File: config.mk
export PLATFORM = sky130hd
export DESIGN_NAME = multicycle_ctrl
export DESIGN_NICKNAME = d
export VERILOG_FILES = /design/src/rtl/multicycle_ctrl.sv
export SDC_FILE = /design/constraint.sdc
export NUM_CORES = 1
export LEC_CHECK = 0
export BUFFER_PORTS_ARGS = -buffer_cell sky130_fd_sc_hd__buf_4
export CAP_MARGIN = 20
export CORE_MARGIN = 8
export CORE_UTILIZATION = 46
export DETAILED_ROUTE_END_ITERATION = 6
export PLACE_DENSITY = 0.74
export SYNTH_ARGS = -nofsm -noshare
export SYNTH_HDL_FRONTEND = slang
export SYNTH_SLANG_ARGS = --single-unit
File: constraint.sdc
create_clock -name clk_i -period 1.5 [get_ports clk_i]
set_input_delay 0.45 -clock clk_i [delete_from_list [all_inputs] [get_ports clk_i]]
set_output_delay 0.45 -clock clk_i [all_outputs]
set_load 0.01 [all_outputs]
File: src/rtl/multicycle_ctrl.sv
// -----------------------------------------------------------------------------
// multicycle_ctrl
// Multi-cycle sequencing controller for the RV32 integer core. It steps each
// instruction through FETCH -> DECODE -> EXEC -> WB. It handshakes with a
// variable-latency instruction memory. It drives the datapath control set
// (RegWrite, ALUSrc, ALUOp) and the PC/IR write enables.
// Supported opcodes: R-type (0110011) and I-type ALU (0010011).
//
// Parameters:
//   FETCH_TIMEOUT  maximum FETCH cycles without imem_ack_i before a fault
//                  (0 disables the timeout)
// Optional feature macro:
//   CTRL_INSTRET_EN  adds the instret_o retired-instruction counter
//
// Ports:
//   clk_i       clock, rising edge
//   rst_i       asynchronous active-high reset
//   start_i     run enable, level-sensitive; sampled in IDLE and WB only
//   imem_req_o  instruction fetch request (FETCH)
//   imem_ack_i  fetch data valid; IR captures it this cycle
//   opcode_i    IR[6:0]; sampled in DECODE only
//   ir_write_o  IR load enable (FETCH && imem_ack_i)
//   pc_write_o  PC <= PC+4 enable (WB)
//   RegWrite    register file write enable (WB of a legal instruction)
//   ALUSrc      0 = rs2, 1 = immediate (EXEC/WB)
//   ALUOp       2'b10 = R-type decode, 2'b00 = add/I-type (EXEC/WB)
//   illegal_o   one-cycle pulse in WB for an unsupported opcode
//   fault_o     sticky fetch-timeout flag
//   busy_o      high in every state except IDLE and HALT
//   instret_o   retired-instruction count (CTRL_INSTRET_EN only)
// -----------------------------------------------------------------------------
module multicycle_ctrl #(
  parameter int FETCH_TIMEOUT = 16
) (
  input  logic       clk_i,
  input  logic       rst_i,
  input  logic       start_i,
  output logic       imem_req_o,
  input  logic       imem_ack_i,
  input  logic [6:0] opcode_i,
  output logic       ir_write_o,
  output logic       pc_write_o,
  output logic       RegWrite,
  output logic       ALUSrc,
  output logic [1:0] ALUOp,
  output logic       illegal_o,
  output logic       fault_o,
  output logic       busy_o
`ifdef CTRL_INSTRET_EN
  ,
  output logic [31:0] instret_o
`endif
);

  localparam logic [6:0] OP_RTYPE = 7'b0110011;
  localparam logic [6:0] OP_ITYPE = 7'b0010011;

  // The wait counter only needs to reach FETCH_TIMEOUT-1: the cycle that
  // would bring it to FETCH_TIMEOUT is the one that trips the fault.
  localparam int CW = (FETCH_TIMEOUT > 1) ? $clog2(FETCH_TIMEOUT) : 1;

  typedef enum logic [2:0] {
    IDLE, FETCH, DECODE, EXEC, WB, HALT
  } state_t;

  state_t          state_q, state_d;
  logic [CW-1:0]   wait_cnt_q;
  logic            fault_q;
  logic            legal_q, alusrc_q;
  logic [1:0]      aluop_q;
  logic            dec_legal, dec_alusrc;
  logic [1:0]      dec_aluop;
  logic            fetch_timeout;

  assign fetch_timeout = (FETCH_TIMEOUT != 0) &&
                         (wait_cnt_q == CW'(FETCH_TIMEOUT - 1));

  // Opcode decode; only registered while in DECODE.
  always_comb begin
    dec_legal  = 1'b0;
    dec_alusrc = 1'b0;
    dec_aluop  = 2'b00;
    case (opcode_i)
      OP_RTYPE: begin
        dec_legal = 1'b1;
        dec_aluop = 2'b10;
      end
      OP_ITYPE: begin
        dec_legal  = 1'b1;
        dec_alusrc = 1'b1;
      end
      default: ;
    endcase
  end

  // NOTE: sequential state uses non-blocking assignments so every register
  // samples pre-edge values regardless of statement order.
  always_ff @(posedge clk_i or posedge rst_i) begin
    if (rst_i) begin
      state_q    <= IDLE;
      wait_cnt_q <= '0;
      fault_q    <= 1'b0;
      legal_q    <= 1'b0;
      alusrc_q   <= 1'b0;
      aluop_q    <= 2'b00;
    end else begin
      state_q <= state_d;

      // Counter is held at zero outside FETCH, so it is clear on entry.
      if (state_q != FETCH)
        wait_cnt_q <= '0;
      else if (!imem_ack_i && FETCH_TIMEOUT != 0 && !fetch_timeout)
        wait_cnt_q <= wait_cnt_q + CW'(1);

      if (state_q == FETCH && !imem_ack_i && fetch_timeout)
        fault_q <= 1'b1;

      if (state_q == DECODE) begin
        legal_q  <= dec_legal;
        alusrc_q <= dec_alusrc;
        aluop_q  <= dec_aluop;
      end
    end
  end

  // NOTE: every output and next-state value gets a default before the case so
  // no path through the block can infer a latch.
  always_comb begin
    state_d    = state_q;
    imem_req_o = 1'b0;
    ir_write_o = 1'b0;
    pc_write_o = 1'b0;
    RegWrite   = 1'b0;
    ALUSrc     = 1'b0;
    ALUOp      = 2'b00;
    illegal_o  = 1'b0;
    busy_o     = 1'b1;
    case (state_q)
      IDLE: begin
        busy_o = 1'b0;
        if (start_i) state_d = FETCH;
      end
      FETCH: begin
        imem_req_o = 1'b1;
        // Ack wins over a timeout landing in the same cycle.
        if (imem_ack_i) begin
          ir_write_o = 1'b1;
          state_d    = DECODE;
        end else if (fetch_timeout) begin
          state_d = HALT;
        end
      end
      DECODE: state_d = EXEC;
      EXEC: begin
        ALUSrc  = alusrc_q;
        ALUOp   = aluop_q;
        state_d = WB;
      end
      WB: begin
        ALUSrc     = alusrc_q;
        ALUOp      = aluop_q;
        RegWrite   = legal_q;
        pc_write_o = 1'b1;
        illegal_o  = !legal_q;
        state_d    = start_i ? FETCH : IDLE;
      end
      HALT: busy_o = 1'b0;
      default: begin
        busy_o  = 1'b0;
        state_d = IDLE;
      end
    endcase
  end

  assign fault_o = fault_q;

`ifdef CTRL_INSTRET_EN
  logic [31:0] instret_q;

  always_ff @(posedge clk_i or posedge rst_i) begin
    if (rst_i)
      instret_q <= '0;
    else if (state_q == WB && legal_q)
      instret_q <= instret_q + 32'd1;
  end

  assign instret_o = instret_q;
`endif

endmodule

* After elaboration in Yosys (flattened, before gate mapping) *
Index checks and enable logic that the tools add are counted.

cells by class
  muxes and demuxes = 19
  $add $sub $neg = 1
  reductions and logical operators = 12
  equal/unequal tests = 11
  bitwise operators = 1

operators by type and width
  operator               number
  $pmux W3 S6            1
  $mux W1                11
  $mux W3                3
  $mux W4                2
  $eq A7 B5 Y1 const B   1
  $eq A7 B6 Y1 const B   1
  $eq A3 B2 Y1 const B   2
  $eq A3 B3 Y1 const B   2
  $add A4 B1 Y4 const B  1
  $eq A4 B4 Y1 const B   1
  $mux W2                2
  $reduce_or A2 Y1       2
  $reduce_or A4 Y1       1
  $eq A3 B1 Y1 const B   1
  $logic_and A1 B1 Y1    3
  $logic_not A1 Y1       3
  $logic_not A3 Y1       1
  $ne A3 B1 Y1 const B   1
  $ne A3 B3 Y1 const B   1
  $reduce_and A3 Y1      1
  $ne A2 B2 Y1 const B   1
  $reduce_bool A2 Y1     1
  $not A1 Y1             1

storage, ports and cells
  bits of input ports = 11
  flip-flop bits (word level) = 12

* Depth between registers and ports, before layout *
Gate-level depths: netlist of run 1.

  depth after elaboration = 5
  gate-level depth with buffers = 5
  depth with buffers taken out = 4

* Least setup slack after synthesis of run 1 *
Ideal clock, no wire load.

  path kind = reg-to-output
  start point = register state_q[0]
  end point = output illegal_o
  stages on the path, launching flop included = 5
  arrival time = 1.108 ns
  buffers on the path = 1
  slack = -0.058 ns
  path through = dfrtp_1 buf_6 nor2_1 and2_1 nor2b_1

between the ends
  longest elaborated chain between the ends = 2

ends and longest elaborated chain
  element                 RTL line  source
  from (decl)             66        state_t state_q, state_d;
  from (signal assigned)  107       state_q <= state_d;
  $eq A3 B3 Y1            138       case (state_q)
  $mux W1                 138
  to (decl)               46        output logic illegal_o,

Every way passes these cells.

* Final worst setup path of run 1 *
  start point = register state_q[1]
  end point = output illegal_o

The elaborated chain is that of the path after synthesis.

==> impl_results.html, run 1 <==
<table>
<tr><th>Metric</th><th>Value</th></tr>
<tr><th colspan="2">GRT</th></tr>
<tr><td>Via count of the first global-routing pass</td><td>526</td></tr>
<tr><td>Wire length of the first global-routing pass</td><td>2.08 mm</td></tr>
<tr><td>Antenna violations before repair</td><td>0</td></tr>
<tr><td>GRT overflow</td><td>0</td></tr>
<tr><td>Overall global routing resource usage</td><td>9.82%</td></tr>
<tr><td>Pin count of the biggest net entering global routing</td><td>12</td></tr>
<tr><th colspan="2">Finish</th></tr>
<tr><td>Count of nets after finishing</td><td>106</td></tr>
<tr><td>Total area of sequential cells</td><td>277 µm²</td></tr>
<tr><td>Fill cells</td><td>108</td></tr>
<tr><td>Diodes inserted</td><td>0</td></tr>
<tr><td>Layout cells sized above 1</td><td>37.6%</td></tr>
<tr><td>Synth-to-Final Area Change</td><td>43.8%</td></tr>
<tr><td>Multi-input combinational cell area</td><td>298 µm²</td></tr>
<tr><th colspan="2">Worst setup path</th></tr>
<tr><td>Required @ worst endpoint</td><td>1050 ps</td></tr>
<tr><td>Start point of the critical path</td><td>state_q[1]</td></tr>
<tr><td>Setup slack on the worst flop-to-flop path</td><td>170 ps</td></tr>
<tr><td>Type of the setup path with the least slack</td><td>flop to output port</td></tr>
<tr><td>Arr. time, crit path</td><td>1320 ps</td></tr>
<tr><td>Startpoint types</td><td>flop</td></tr>
<tr><td>Endpoint type of the worst setup path</td><td>output port</td></tr>
<tr><td>R2r startpoint</td><td>wait_cnt_q[0]</td></tr>
<tr><td>Max Fanout on Critical Path</td><td>4</td></tr>
<tr><th colspan="2">Clocking</th></tr>
<tr><td>Number of levels in the clock H-tree</td><td>1</td></tr>
<tr><td>Clock latency on the worst-skew pair</td><td>260 ps</td></tr>
<tr><td>Clock slew seen by the registers of the worst setup and hold paths</td><td>70 ps</td></tr>
<tr><td>Total clock buffers created by CTS</td><td>3</td></tr>
<tr><td>Root buffer selected by CTS</td><td>sky130_fd_sc_hd__clkbuf_4</td></tr>
<tr><td>CTS tree</td><td>built</td></tr>
<tr><td>Maximum root-to-sink buffer count</td><td>2</td></tr>
<tr><td>TritonCTS Sinks</td><td>11</td></tr>
<tr><td>Hold-fix buffer count after cts</td><td>0</td></tr>
<tr><th colspan="2">Timing</th></tr>
<tr><td>Shortest clock period the worst path allows after layout</td><td>1770 ps</td></tr>
<tr><td>Worst Clk Skew</td><td>3.11 ps</td></tr>
<tr><td>Slack of the critical path</td><td>-271 ps</td></tr>
<tr><td>Final Setup Violations</td><td>8</td></tr>
<tr><td>Maximum clock frequency</td><td>0.565 GHz</td></tr>
<tr><td>RSZ-0062 raised after global routing</td><td>yes</td></tr>
<tr><td>Pins over their slew limit</td><td>0</td></tr>
<tr><td>Min Hold Slack</td><td>173 ps</td></tr>
<tr><td>Count of endpoints failing hold in the final timing report</td><td>0</td></tr>
<tr><td>Fraction of the cycle the final worst path needs</td><td>118%</td></tr>
<tr><th colspan="2">Logic synthesis</th></tr>
<tr><td>Post-Syn Area</td><td>603 µm²</td></tr>
<tr><td>Post-synth top area cell</td><td>sky130_fd_sc_hd__dfrtp_1</td></tr>
<tr><td>Synth unique cells</td><td>32</td></tr>
<tr><td>Post-synth EDFFs</td><td>0</td></tr>
<tr><td>Number of instances in the synthesized netlist</td><td>65</td></tr>
<tr><td>Dominant register cell in the synthesized netlist</td><td>sky130_fd_sc_hd__dfrtp_1</td></tr>
<tr><td>Async S/R FF share, synth</td><td>100%</td></tr>
<tr><td>Top cells by count, synth</td><td>sky130_fd_sc_hd__dfrtp_1, sky130_fd_sc_hd__nand2_1, sky130_fd_sc_hd__inv_1, sky130_fd_sc_hd__nor2_1</td></tr>
<tr><td>Most repeated cell in the gate-level netlist after synthesis</td><td>sky130_fd_sc_hd__dfrtp_1</td></tr>
<tr><td>Sequential area share after synthesis</td><td>45.6%</td></tr>
<tr><td>Count of yosys warnings during synthesis</td><td>0</td></tr>
<tr><td>Syn nets</td><td>77</td></tr>
<tr><td>Cell types with the largest area share after synthesis</td><td>sky130_fd_sc_hd__dfrtp_1, sky130_fd_sc_hd__nand2_1, sky130_fd_sc_hd__and2_1</td></tr>
<tr><td>Post-synthesis area per instance</td><td>9.28 µm²</td></tr>
<tr><td>Share of the synthesized area in the top cell type</td><td>45.6%</td></tr>
<tr><td>Post-synthesis sequential element count</td><td>11</td></tr>
<tr><th colspan="2">Placement</th></tr>
<tr><td>IO Port Bufs</td><td>19</td></tr>
<tr><td>Total half-perimeter wirelength after legalization and detailed placement</td><td>1.05 mm</td></tr>
<tr><td>Weighted congestion at the end of routability-driven global placement</td><td>0.824</td></tr>
<tr><th colspan="2">Floorplanning</th></tr>
<tr><td>Die boundary height</td><td>52.2 µm</td></tr>
<tr><td>Core area</td><td>0.00127 mm²</td></tr>
<tr><td>Standard-cell rows</td><td>13</td></tr>
<tr><td>Top-level port count</td><td>21</td></tr>
<tr><td>Initial Util</td><td>47.5%</td></tr>
<tr><td>Horizontal die dimension</td><td>52.2 µm</td></tr>
<tr><td>Floorplan die area</td><td>0.00273 mm²</td></tr>
<tr><th colspan="2">Flow run</th></tr>
<tr><td>MaxCap Viol Count</td><td>0</td></tr>
<tr><th colspan="2">Routing</th></tr>
<tr><td>WL/cell</td><td>12.2 µm</td></tr>
<tr><td>Via count of the routed design</td><td>557</td></tr>
<tr><td>Initial DRC count</td><td>6</td></tr>
<tr><td>Pre-Repair DR Iteration Count</td><td>4</td></tr>
<tr><td>Final Routed Wirelength</td><td>1.32 mm</td></tr>
<tr><td>Final ANT Viol Nets</td><td>0</td></tr>
<tr><td>Number of remaining DRC errors</td><td>0</td></tr>
<tr><td>Detail-routed via count per cell</td><td>5.16</td></tr>
<tr><th colspan="2">Power and ir drop</th></tr>
<tr><td>Portion of total power attributed to the clock network</td><td>13.0%</td></tr>
<tr><td>Fraction of power spent switching nets</td><td>35.9%</td></tr>
<tr><td>Leakage power</td><td>0.432 nW</td></tr>
<tr><td>Switching Power</td><td>0.530 mW</td></tr>
<tr><td>Logic pwr share</td><td>54.1%</td></tr>
<tr><td>Cell area power density</td><td>1710 mW/mm²</td></tr>
<tr><td>Worst supply voltage drop on vdd</td><td>0.709 mV</td></tr>
<tr><td>Sum of internal, switching and leakage power</td><td>1.48 mW</td></tr>
<tr><td>Internal power component</td><td>0.948 mW</td></tr>
<tr><td>Sequential cell fraction of total power</td><td>32.9%</td></tr>
<tr><th colspan="2">Run status</th></tr>
<tr><td>Failing checks</td><td>negative setup slack</td></tr>
<tr><td>Result of the run</td><td>finished, violations left</td></tr>
<tr><th colspan="2">Min path</th></tr>
<tr><td>Worst min-delay path category</td><td>primary input to asynchronous set/reset pin</td></tr>
</table>
## per-stage QoR
stage	instances	utilization (%)	instance area (µm²)	setup slack (ps)	TNS (ps)
2_1_floorplan	65	-	608	30.3	0
3_3_place_gp	102	62.5	793	18.0	0
3_5_place_dp	102	62.5	793	-0.829	-0.829
4_1_cts	106	65.5	831	-257	-1660
5_1_grt	108	68.3	867	-355	-2350
6_report	108	68.3	867	-271	-1740
## cell type report
class	count	share of cell area, %
clock buffers	4	3.03
inverters	5	2.16
multi-input cells	45	34.3
flip-flops and latches	11	31.9
well taps	15	2.16
repair buffers	28	26.4
## cells by family (layout without fill, tap and decap cells)
kind of cell	count (synthesis)	after routing	synth area share (%)
AND/OR/NAND/NOR	28	28	25.9
AO/OA/AOI/OAI	12	12	13.3
flip-flops	11	11	45.6
buffers and inverters	9	37	7.88
XOR/XNOR	2	2	2.91
adder cells (fa/ha/maj)	1	1	2.07
other	1	1	0.622
multiplexers	1	1	1.66
## metal layers
layer  wire [µm]  track usage (%)
met3          45             2.27
met1         585             11.7
met5           0                0
met2         660             15.4
met4          23             6.47
## path summary, 6_finish.rpt
kind                       cells past startpoint            end
setup / recovery                               5      illegal_o
hold / removal                                 2  wait_cnt_q[3]
setup reg to reg                               4  wait_cnt_q[1]
hold reg to reg                                2     aluop_q[1]
max in group asynchronous                      2     state_q[2]
min in group clk_i                             2       alusrc_q
## worst max-delay path, stage by stage, from the launching register on
cell and delay, ps:
sky130_fd_sc_hd__dfrtp_1 420, sky130_fd_sc_hd__buf_6 140, sky130_fd_sc_hd__nor2_4 120, sky130_fd_sc_hd__and2_4 160
sky130_fd_sc_hd__nor2b_4 130, sky130_fd_sc_hd__buf_6 100
## what timing repair did
item	in CTS	in global routing
setup endpoints to repair	8	8
gates cloned	0	0
setup buffers	0	2
resized for setup	3	6
pin swaps	2	5
## registers in the layout (all words and copies together) (netlist names)
register and count:
wait_cnt_q 4, fault_o 1, legal_q 1, state_q 3
aluop_q 1, alusrc_q 1
## cells in the final DEF, fill, tap and decap left out, types with 2 or more instances in the layout
cell type,count
sky130_fd_sc_hd__a21oi_1,3
sky130_fd_sc_hd__and2_1,2
sky130_fd_sc_hd__buf_4,23
sky130_fd_sc_hd__buf_6,5
sky130_fd_sc_hd__clkbuf_4,3
sky130_fd_sc_hd__dfrtp_1,10
sky130_fd_sc_hd__inv_1,5
sky130_fd_sc_hd__nand2_1,6
sky130_fd_sc_hd__nor2_1,4
sky130_fd_sc_hd__nor2b_1,2
sky130_fd_sc_hd__nor3_1,2
sky130_fd_sc_hd__o31ai_1,2
sky130_fd_sc_hd__xnor2_1,2
## power by group through the flow
| stage | Clock [mW] | Combinational, mW | Sequential, mW |
|---|---|---|---|
| global route | 0.214 | 0.880 | 0.501 |
| finish | 0.192 | 0.800 | 0.487 |
| global placement | 0 | 0.716 | 0.470 |
| floorplan | 0 | 0.434 | 0.435 |
| CTS | 0.201 | 0.743 | 0.475 |
| detailed placement | 0 | 0.718 | 0.475 |
No activity file was read; power rests on OpenSTA's default activity.
==> run 2: changes to the inputs <==
==> config.mk (replaced) <==
export PLATFORM = sky130hd
export DESIGN_NAME = multicycle_ctrl
export DESIGN_NICKNAME = d
export VERILOG_FILES = /design/src/rtl/multicycle_ctrl.sv
export SDC_FILE = /design/constraint.sdc
export NUM_CORES = 1
export LEC_CHECK = 0
export CAP_MARGIN = 20
export CORE_AREA = 8 8 45 47
export DETAILED_ROUTE_END_ITERATION = 6
export DIE_AREA = 0 0 53 55
export DONT_BUFFER_PORTS = 1
export SYNTH_ARGS = -nofsm -noshare
export SYNTH_HDL_FRONTEND = slang
export SYNTH_SLANG_ARGS = --single-unit
==> run 2 against run 1 <==
The run still ends with negative setup slack left. Register-to-register slack worse by 50 ps. Wire length decreased by 8.0%. Sequential share of layout area up 6.9 points. Sequential power decreased by 4%. Combinational power down 18%. Critical path type unchanged. Largest cell class unchanged. Largest power group unchanged.
==> impl_results.html, run 2 (synthesis results as in run 1) <==
<table>
<tr><th>Metric</th><th>Value</th></tr>
<tr><th colspan="2">Clocking</th></tr>
<tr><td>Clock slew seen by the registers of the worst setup and hold paths</td><td>70 ps (about the same)</td></tr>
<tr><td>Clock latency on the worst-skew pair</td><td>270 ps (was 260 ps)</td></tr>
<tr><td>Maximum root-to-sink buffer count</td><td>2 (unchanged)</td></tr>
<tr><td>CTS tree</td><td>built (unchanged)</td></tr>
<tr><td>Total clock buffers created by CTS</td><td>3 (unchanged)</td></tr>
<tr><td>Root buffer selected by CTS</td><td>sky130_fd_sc_hd__clkbuf_4 (unchanged)</td></tr>
<tr><td>Hold-fix buffer count after cts</td><td>0 (unchanged)</td></tr>
<tr><td>Number of levels in the clock H-tree</td><td>1 (unchanged)</td></tr>
<tr><td>TritonCTS Sinks</td><td>11 (unchanged)</td></tr>
<tr><th colspan="2">Routing</th></tr>
<tr><td>Final ANT Viol Nets</td><td>0 (unchanged)</td></tr>
<tr><td>Highest metal layer with signal wires</td><td>met4 (unchanged)</td></tr>
<tr><td>WL/cell</td><td>13.6 µm (was 12.2 µm)</td></tr>
<tr><td>Initial DRC count</td><td>0 (was 6)</td></tr>
<tr><td>Number of remaining DRC errors</td><td>0 (unchanged)</td></tr>
<tr><td>Met3 wirelength from detailed routing</td><td>87 µm (was 45 µm)</td></tr>
<tr><td>Met1 Routed Length</td><td>452 µm (was 585 µm)</td></tr>
<tr><td>Detail-routed via count per cell</td><td>5.29 (was 5.16)</td></tr>
<tr><td>Pre-Repair DR Iteration Count</td><td>1 (was 4)</td></tr>
<tr><td>Final Routed Wirelength</td><td>1.21 mm (was 1.32 mm)</td></tr>
<tr><td>Via count of the routed design</td><td>471 (was 557)</td></tr>
<tr><td>Met2 routed wirelength</td><td>648 µm (was 660 µm)</td></tr>
<tr><th colspan="2">Worst setup path</th></tr>
<tr><td>Required @ worst endpoint</td><td>1050 ps (about the same)</td></tr>
<tr><td>Startpoint types</td><td>flop (unchanged)</td></tr>
<tr><td>Endpoint type of the worst setup path</td><td>output port (unchanged)</td></tr>
<tr><td>Master of the slowest instance on the critical path</td><td>sky130_fd_sc_hd__dfrtp_1 (unchanged)</td></tr>
<tr><td>CP peak stage delay</td><td>410 ps (was 420 ps)</td></tr>
<tr><td>Chain of cells forming the critical path</td><td>buf_4, a22o_1, and2_4 (was buf_6, nor2_4, and2_4, nor2b_4, buf_6)</td></tr>
<tr><td>Type of the setup path with the least slack</td><td>flop to output port (unchanged)</td></tr>
<tr><td>Arr. time, crit path</td><td>1220 ps (was 1320 ps)</td></tr>
<tr><td>Max Fanout on Critical Path</td><td>3 (was 4)</td></tr>
<tr><th colspan="2">Placement</th></tr>
<tr><td>Weighted congestion at the end of routability-driven global placement</td><td>0.665 (was 0.824)</td></tr>
<tr><td>Placement-stage cell area</td><td>644 µm² (was 793 µm²)</td></tr>
<tr><td>Count of placed standard cells including taps</td><td>83 (was 102)</td></tr>
<tr><td>Pre-CTS setup slack</td><td>64.8 ps (was -0.829 ps)</td></tr>
<tr><td>Total half-perimeter wirelength after legalization and detailed placement</td><td>953 µm (was 1.05 mm)</td></tr>
<tr><td>IO Port Bufs</td><td>0 (was 19)</td></tr>
<tr><th colspan="2">Power and ir drop</th></tr>
<tr><td>Logic pwr share</td><td>49.5% (was 54.1%)</td></tr>
<tr><td>Leakage power</td><td>0.330 nW (was 0.432 nW)</td></tr>
<tr><td>Cell area power density</td><td>1870 mW/mm² (was 1710 mW/mm²)</td></tr>
<tr><td>Internal power component</td><td>0.811 mW (was 0.948 mW)</td></tr>
<tr><td>Fraction of power spent switching nets</td><td>39.1% (was 35.9%)</td></tr>
<tr><td>Portion of total power attributed to the clock network</td><td>15.3% (was 13.0%)</td></tr>
<tr><td>Sequential cell fraction of total power</td><td>35.2% (was 32.9%)</td></tr>
<tr><td>Switching Power</td><td>0.521 mW (was 0.530 mW)</td></tr>
<tr><td>Worst supply voltage drop on vdd</td><td>0.751 mV (was 0.709 mV)</td></tr>
<tr><th colspan="2">GRT</th></tr>
<tr><td>GRT overflow</td><td>0 (unchanged)</td></tr>
<tr><td>Pin count of the biggest net entering global routing</td><td>12 (unchanged)</td></tr>
<tr><td>Wire length of the first global-routing pass</td><td>1.89 mm (was 2.08 mm)</td></tr>
<tr><td>Via count of the first global-routing pass</td><td>466 (was 526)</td></tr>
<tr><td>Overall global routing resource usage</td><td>8.67% (was 9.82%)</td></tr>
<tr><td>Antenna violations before repair</td><td>0 (unchanged)</td></tr>
<tr><th colspan="2">Finish</th></tr>
<tr><td>Util after Layout</td><td>51.4% (was 68.3%)</td></tr>
<tr><td>Layout cells sized above 1</td><td>24.7% (was 37.6%)</td></tr>
<tr><td>Leading cell type in the layout, fill and taps excluded</td><td>sky130_fd_sc_hd__dfrtp_1 (was sky130_fd_sc_hd__buf_4)</td></tr>
<tr><td>Max FFs per register</td><td>4 (unchanged)</td></tr>
<tr><td>Layout Cell Area excl Fill</td><td>712 µm² (was 867 µm²)</td></tr>
<tr><td>Most used cells in the layout excluding fill and tap cells</td><td>sky130_fd_sc_hd__dfrtp_1, sky130_fd_sc_hd__buf_4, sky130_fd_sc_hd__nand2_1, sky130_fd_sc_hd__inv_1 (was sky130_fd_sc_hd__buf_4, sky130_fd_sc_hd__dfrtp_1, sky130_fd_sc_hd__nand2_1)</td></tr>
<tr><td>Diodes inserted</td><td>0 (unchanged)</td></tr>
<tr><td>Final std cells w/o fill</td><td>89 (was 108)</td></tr>
<tr><td>Count of nets after finishing</td><td>86 (was 106)</td></tr>
<tr><td>Reg with most FFs</td><td>wait_cnt_q (unchanged)</td></tr>
<tr><td>Registers with the most flip-flops</td><td>wait_cnt_q x4, state_q x3 (unchanged)</td></tr>
<tr><td>Synth-to-Final Area Change</td><td>18.0% (was 43.8%)</td></tr>
<tr><th colspan="2">Flow run</th></tr>
<tr><td>MaxCap Viol Count</td><td>0 (unchanged)</td></tr>
<tr><th colspan="2">Timing</th></tr>
<tr><td>Worst Clk Skew</td><td>4.01 ps (was 3.11 ps)</td></tr>
<tr><td>RSZ-0062 raised after global routing</td><td>yes (unchanged)</td></tr>
<tr><td>Min Hold Slack</td><td>49.0 ps (was 173 ps)</td></tr>
<tr><td>Count of endpoints failing hold in the final timing report</td><td>0 (unchanged)</td></tr>
<tr><td>Final Setup Violations</td><td>8 (unchanged)</td></tr>
<tr><td>Maximum clock frequency</td><td>0.600 GHz (was 0.565 GHz)</td></tr>
<tr><td>Fraction of the cycle the final worst path needs</td><td>111% (was 118%)</td></tr>
<tr><td>Pins over their slew limit</td><td>0 (unchanged)</td></tr>
<tr><td>Slack of the critical path</td><td>-168 ps (was -271 ps)</td></tr>
<tr><td>Shortest clock period the worst path allows after layout</td><td>1670 ps (was 1770 ps)</td></tr>
<tr><th colspan="2">Floorplanning</th></tr>
<tr><td>Standard-cell rows</td><td>14 (was 13)</td></tr>
<tr><td>Initial Util</td><td>43.6% (was 47.5%)</td></tr>
<tr><td>Core area</td><td>0.00138 mm² (was 0.00127 mm²)</td></tr>
<tr><td>Die boundary height</td><td>55 µm (was 52.2 µm)</td></tr>
<tr><td>Top-level port count</td><td>21 (unchanged)</td></tr>
<tr><td>Floorplan die area</td><td>0.00292 mm² (was 0.00273 mm²)</td></tr>
<tr><td>Horizontal die dimension</td><td>53 µm (was 52.2 µm)</td></tr>
<tr><th colspan="2">Run status</th></tr>
<tr><td>Result of the run</td><td>finished, violations left (unchanged)</td></tr>
<tr><td>Failing checks</td><td>negative setup slack (unchanged)</td></tr>
<tr><th colspan="2">Min path</th></tr>
<tr><td>Worst min-delay path category</td><td>primary input to asynchronous set/reset pin (unchanged)</td></tr>
</table>
## run 2: cell types whose count changed in the layout (fill, tap and decap cells not counted), sizes merged
| cell | previous run | this run |
|---|---|---|
| buf | 28 | 8 |
## run 2: timing repair
item | CTS | global route
pin swaps | 5 | 1
gates resized for setup | 7 | 1
endpoints found under the setup margin | 8 | 8
setup buffers | 1 | 1
cloned | 0 | 0
## run 2: final cells by class
type | instances | area (µm²)
inverters | 5 | 18.8
clock buffers | 4 | 26.3
repair buffers | 8 | 60.1
well taps | 16 | 20.0
flip-flops and latches | 11 | 277
multi-input cells | 45 | 310
fillers | 134 | 672
## run 2: per-layer routing
layer  vias up  global-route usage (%)
met2        11                    15.4
li1        240                       -
met1       218                    8.46
met5         -                       0
met4         0                    5.17
met3         2                    3.21
## run 2: final timing paths
check | startpoint | endpoint | slack (ps) | depth (start not counted)
min | rst_i | wait_cnt_q[1] | 50 | 1
min reg2reg | aluop_q[1] | aluop_q[1] | 480 | 2
max | state_q[0] | ALUOp[1] | -170 | 3
max in group asynchronous | rst_i | state_q[2] | 1140 | 1
min in group clk_i | opcode_i[5] | alusrc_q | 270 | 1
max reg2reg | state_q[2] | alusrc_q | 120 | 3
## run 2: power groups by stage
stage	Sequential [mW]	Clock, mW	Combinational (mW)
4_1_cts	0.477	0.211	0.618
2_1_floorplan	0.435	0	0.434
3_5_place_dp	0.476	0	0.554
5_1_grt	0.484	0.226	0.725
3_3_place_gp	0.471	0	0.551
6_report	0.469	0.203	0.660
## run 2: per-stage QoR
step,setup TNS (ps),total power [mW]
after floorplan,0,0.869
after global placement,0,1.02
after detailed placement,0,1.03
after CTS,-994,1.31
after global routing,-1320,1.43
final,-880,1.33
## run 2: critical path: cells and delay by family, from the launching register on
kind,cells,cell delay (ps)
simple gates,1,150
flops,1,410
buf+inv,1,150
compound gates,1,240
